## config.mk

```make
export PLATFORM = sky130hd
export DESIGN_NAME = decode_rr_arbiter
export DESIGN_NICKNAME = d
export VERILOG_FILES = /design/src/rtl/decode_rr_arbiter_pkg.sv /design/src/rtl/decode_rr_arbiter_decode416.sv /design/src/rtl/decode_rr_arbiter.sv
export SDC_FILE = /design/constraint.sdc
export NUM_CORES = 1
export LEC_CHECK = 0
export BUFFER_PORTS_ARGS = -buffer_cell sky130_fd_sc_hd__buf_2
export CAP_MARGIN = 15
export CORE_ASPECT_RATIO = 0.6
export CORE_UTILIZATION = 61
export CTS_CLUSTER_DIAMETER = 200
export DETAILED_ROUTE_END_ITERATION = 12
export PLACE_DENSITY = 0.83
export RECOVER_POWER = 25
export SKIP_LAST_GASP = 1
export SLEW_MARGIN = 0
export SYNTH_ARGS = -nofsm -noshare
export SYNTH_HDL_FRONTEND = slang
export SYNTH_SLANG_ARGS = --single-unit
```

## constraint.sdc

```tcl
create_clock -name clk -period 5.49 [get_ports clk]
set_clock_uncertainty 0.2 [all_clocks]
set_input_delay 0.2745 -clock clk [delete_from_list [all_inputs] [get_ports clk]]
set_output_delay 0.2745 -clock clk [all_outputs]
set_load 0.01 [all_outputs]
```

## src/rtl/decode_rr_arbiter_pkg.sv

```systemverilog
// Shared constants and the rotating-priority search for decode_rr_arbiter.
package decode_rr_arbiter_pkg;

   localparam int unsigned NREQ  = 16;
   localparam int unsigned IDX_W = 4;

   localparam logic [1:0] IDLE  = 2'd0;
   localparam logic [1:0] GRANT = 2'd1;
   localparam logic [1:0] GAP   = 2'd2;

   // First set bit of req scanning upward from last+1; the last index is checked last.
   function automatic logic [IDX_W-1:0] rr_pick(input logic [NREQ-1:0] req,
                                                input logic [IDX_W-1:0] last);
      logic             found;
      logic [IDX_W-1:0] idx;
      logic [IDX_W-1:0] win;
      found = 1'b0;
      win   = last;
      for (int unsigned k = 1; k <= NREQ; k++) begin
         idx = last + IDX_W'(k);
         if (!found && req[idx]) begin
            win   = idx;
            found = 1'b1;
         end
      end
      return win;
   endfunction

endpackage

```

## src/rtl/decode_rr_arbiter_decode416.sv

```systemverilog
// 4-to-16 one-hot decoder with enable; all outputs low when disabled.
module decode416 (
   input  logic [3:0]  x,
   input  logic        en,
   output logic [15:0] y
);

   always_comb begin
      y = '0;
      if (en) y[x] = 1'b1;
   end

endmodule

```

## src/rtl/decode_rr_arbiter.sv

```systemverilog
// Round-robin arbiter sharing one decode416 among 16 requesters, with a
// dead cycle between owners and an optional hold timeout.
module decode_rr_arbiter
   import decode_rr_arbiter_pkg::*;
#(
   parameter int unsigned MAX_HOLD = 8,
   parameter int unsigned CNT_W    = 4
) (
   input  logic             clk,
   input  logic             clrn,
   input  logic [NREQ-1:0]  req,
   output logic [IDX_W-1:0] x,
   output logic             en,
   output logic [NREQ-1:0]  gnt,
   output logic             busy,
   output logic             timeout
);

   logic [1:0]       r_state,   w_state;
   logic [IDX_W-1:0] r_x,       w_x;
   logic             r_en,      w_en;
   logic [IDX_W-1:0] r_last,    w_last;
   logic [CNT_W-1:0] r_hold,    w_hold;
   logic             r_timeout, w_timeout;
   logic             r_busy,    w_busy;
   logic [IDX_W-1:0] w_win;
   logic             w_hold_hit;

   assign w_win      = rr_pick(req, r_last);
   assign w_hold_hit = (MAX_HOLD != 0) && (r_hold == CNT_W'(MAX_HOLD - 1));

   // Next-state and registered-output logic.
   always_comb begin
      w_state   = r_state;
      w_x       = r_x;
      w_en      = r_en;
      w_last    = r_last;
      w_hold    = r_hold;
      w_timeout = 1'b0;
      case (r_state)
         IDLE, GAP: begin
            if (|req) begin
               w_x     = w_win;
               w_en    = 1'b1;
               w_hold  = '0;
               w_state = GRANT;
            end else begin
               w_en    = 1'b0;
               w_state = IDLE;
            end
         end
         GRANT: begin
            if (!req[r_x]) begin
               w_en    = 1'b0;
               w_last  = r_x;
               w_state = GAP;
            end else if (w_hold_hit) begin
               w_en      = 1'b0;
               w_last    = r_x;
               w_timeout = 1'b1;
               w_state   = GAP;
            end else if (r_hold != {CNT_W{1'b1}}) begin
               w_hold = r_hold + CNT_W'(1);
            end
         end
         default: begin
            w_en    = 1'b0;
            w_state = IDLE;
         end
      endcase
      w_busy = (w_state == GRANT) || (w_state == GAP);
   end

   always_ff @(posedge clk or negedge clrn) begin
      if (!clrn) begin
         r_state   <= IDLE;
         r_x       <= '0;
         r_en      <= 1'b0;
         r_last    <= IDX_W'(NREQ - 1);
         r_hold    <= '0;
         r_timeout <= 1'b0;
         r_busy    <= 1'b0;
      end else begin
         r_state   <= w_state;
         r_x       <= w_x;
         r_en      <= w_en;
         r_last    <= w_last;
         r_hold    <= w_hold;
         r_timeout <= w_timeout;
         r_busy    <= w_busy;
      end
   end

   decode416 u_dec (
      .x  (r_x),
      .en (r_en),
      .y  (gnt)
   );

   assign x       = r_x;
   assign en      = r_en;
   assign busy    = r_busy;
   assign timeout = r_timeout;

endmodule

```

==> results.md <==
- Status: complete, no violations
- R2R cell count: 10
- CTS Buf Count: 3
- Clk Latency, worst-skew pair: 0.25 ns
- Post-CTS Setup Repair Bufs: 0
- Die extent in x: 98.7 µm
- Synth top area cells: mux4_2 13%, dfrtp_1 9.5%, mux2i_1 8.8%
- R2r startpoint: r_last[1]
- RSZ-0062 raised after global routing: false
- Syn Area/Cell: just over 9 µm²
- Yosys top cell area share: 0.125
- Final ANT Viol Nets: 0
- Crit-path max cell delay: just under 0.9 ns
- Critical path required time: roughly 5.4 ns
- Top-Level Pins: between 40 and 50
- Largest net degree at the start of global routing: 31
- CP max FO: 23
- Synth top cells by count: 33 x nand2_1, 30 x mux2i_1, 28 x nor2_1
- Post-Synthesis Cells: ~370
- Area of the core: 5230 µm²
- Mapped Area: 3420 µm²
- WP data arrival: around 4.5 ns
- FF-to-FF setup slack: roughly 0.94 ns
- Root Buffer: clkbuf_8
- Slowest CP cell: ha_1
- Vias/cell: 7.85
- Row cnt: 20
- Count leader, synth: nand2_1
- Sink Count: 17
- Kind of critical path: reg -> reg
- Area Growth Syn to Fin: 7.32%
- Synth Register Bits: 17
- Buf/Inv on CP: 1
- Slew @ Worst Pin: 0.943 ns
- Final WS setup: 0.937 ns
- GRT Residual Overflow: 0
- DR vias: around 3,700
- Final nets: 431
- Worst path depth: 10
- Asr flop ratio synth: 1.00
- Minimum clock period: 4.55 ns
- Initial DRT Pass Iterations: 6
- Wire per inst: 24.1 µm
- Share of layout cells above drive strength 1: 0.248
- Residual DRC: 0
- Slew Limit Fails: 0
- DP Worst Slack: 0.994 ns
- Clk pin slew, worst setup/hold paths: 0.07 ns
- Top_reg_cell synth: dfrtp_1
- Placer congestion estimate: about 1.1
- Clock Path Buffers: 2
- DRT Wirelength: 11,300 µm
- Area leader, netlist: mux4_2
- CP delay by family, top: simple AND/OR/NAND/NOR gates
- Slew headroom: 0.372
- Dpl cells: 464
- Critical Path Source: r_last[1]
- Initial antenna violation count: 0
- Library cells used by synthesis: 75
- Setup crit start kind: register
- Setup TNS: 0 ns
- Die area: between 5000 and 6000 µm²
- H-tree depth: 1
- FMAX: 220 MHz
- Vias in the first global route: 3,076
- First DRT Iteration DRCs: 461
- Max-Cap Viols: 0
- Worst Hold Class: reg -> reg
- Hold buffer count at CTS: 1
- Reg2reg end: x[2]
- CP Capture Type: register
- Sequential-to-total area share from yosys stat: 0.126
- Fin cells: 469
- Final hold viol count: 0
- Crit path cell chain: inv_1, ha_1, mux2i_1, mux4_2, or4b_4, nor3_1, and3b_1, a21boi_1, a211oi_1, a21oi_1
- PortBufs: 40
- CP endpoint: x[2]
- Tot GR Track Use: 0.389
- N_diodes: 0
- Fin Hold WS: 0.330 ns
- CTS tree: yes
- First-pass GRT wire length: 17,100 µm
- Hold path depth: 2
- Warnings from Yosys: 0
- Final setup fails: 0
- Chip Height: about 60 µm
- Dpl hpwl: approximately 8700 µm
- EDFF count, synth: 0
- Period utilization: 0.829
- Starting density of the core: 0.654
- Syn Nets: 399
- CTS-repair resized insts: 0
state kept, by name (all words and copies together), names as in the netlist:
signal	count
r_state	2
timeout	1
r_last	4
x	4
busy	1
r_hold	4
en	1
cells by family (layout without fill, tap and decap cells):
family	count (synthesis)	after routing	share of synthesized area
compound gates	89	89	0.187
xor+xnor	14	14	0.0402
fa+ha+maj	9	9	0.0329
buf+inv	27	58	0.0461
flops	17	17	0.126
mux	76	76	0.347
simple gates	140	140	0.222
through the flow:
step / area (µm²) / util
2_1_floorplan: 3420 / -
3_3_place_gp: 3620 / 0.692
3_5_place_dp: 3620 / 0.692
4_1_cts: 3670 / 0.702
5_1_grt: 3670 / 0.702
6_report: 3670 / 0.702
metal layers:
metal | routed length (µm) | vias up | share of wire | global-route usage
met5 | 38 | - | 0.0034 | 0.0513
met3 | 1990 | 47 | 0.18 | 0.151
met2 | 4410 | 365 | 0.39 | 0.540
li1 | - | 1551 | - | -
met4 | 259 | 2 | 0.023 | 0.0597
met1 | 4620 | 1715 | 0.41 | 0.571
cell type report:
class	count	area, µm²
fill	400	1560
sequential	17	430
multi-input combinational	328	2830
clock buffer	4	45.0
inverter	7	26.3
timing repair buffer	47	254
tap	66	82.6
cell usage in the layout (no fill, tap or decap), drive strengths merged, types with 3 or more instances in the layout:
cell type / instances
mux2i: 34
dfstp: 4
nand4: 4
a21oi: 13
nand2b: 6
nor2: 29
nor4: 8
clkbuf: 5
o22ai: 7
a211oi: 3
buf: 45
o211a: 3
a21boi: 3
xnor2: 9
nor4b: 3
a21o: 3
o21ai: 21
nand2: 33
dfrtp: 13
a31oi: 3
inv: 7
and2: 5
mux4: 28
nand3b: 8
nor3: 13
mux2: 14
xor2: 5
nand3: 17
o211ai: 5
ha: 9
tightest hold or removal path, cell delays in order (launching register included):
cell,delay [ns]
dfrtp_1,0.37
nand2_1,0.06
o21ai_0,0.07
how the worst min path moves through the flow:
stage               from        end  slack [ns]
3_5_place_dp        clrn       busy        0.02
4_1_cts             clrn       busy        0.30
5_1_grt        r_hold[2]  r_hold[2]        0.38
2_1_floorplan       clrn       busy       -0.22
3_3_place_gp        clrn       busy        0.02
6_report       r_hold[1]  r_hold[1]        0.33
Power is not shown: default switching activity piles up to over one toggle a cycle in this logic, so the estimate is an artifact.
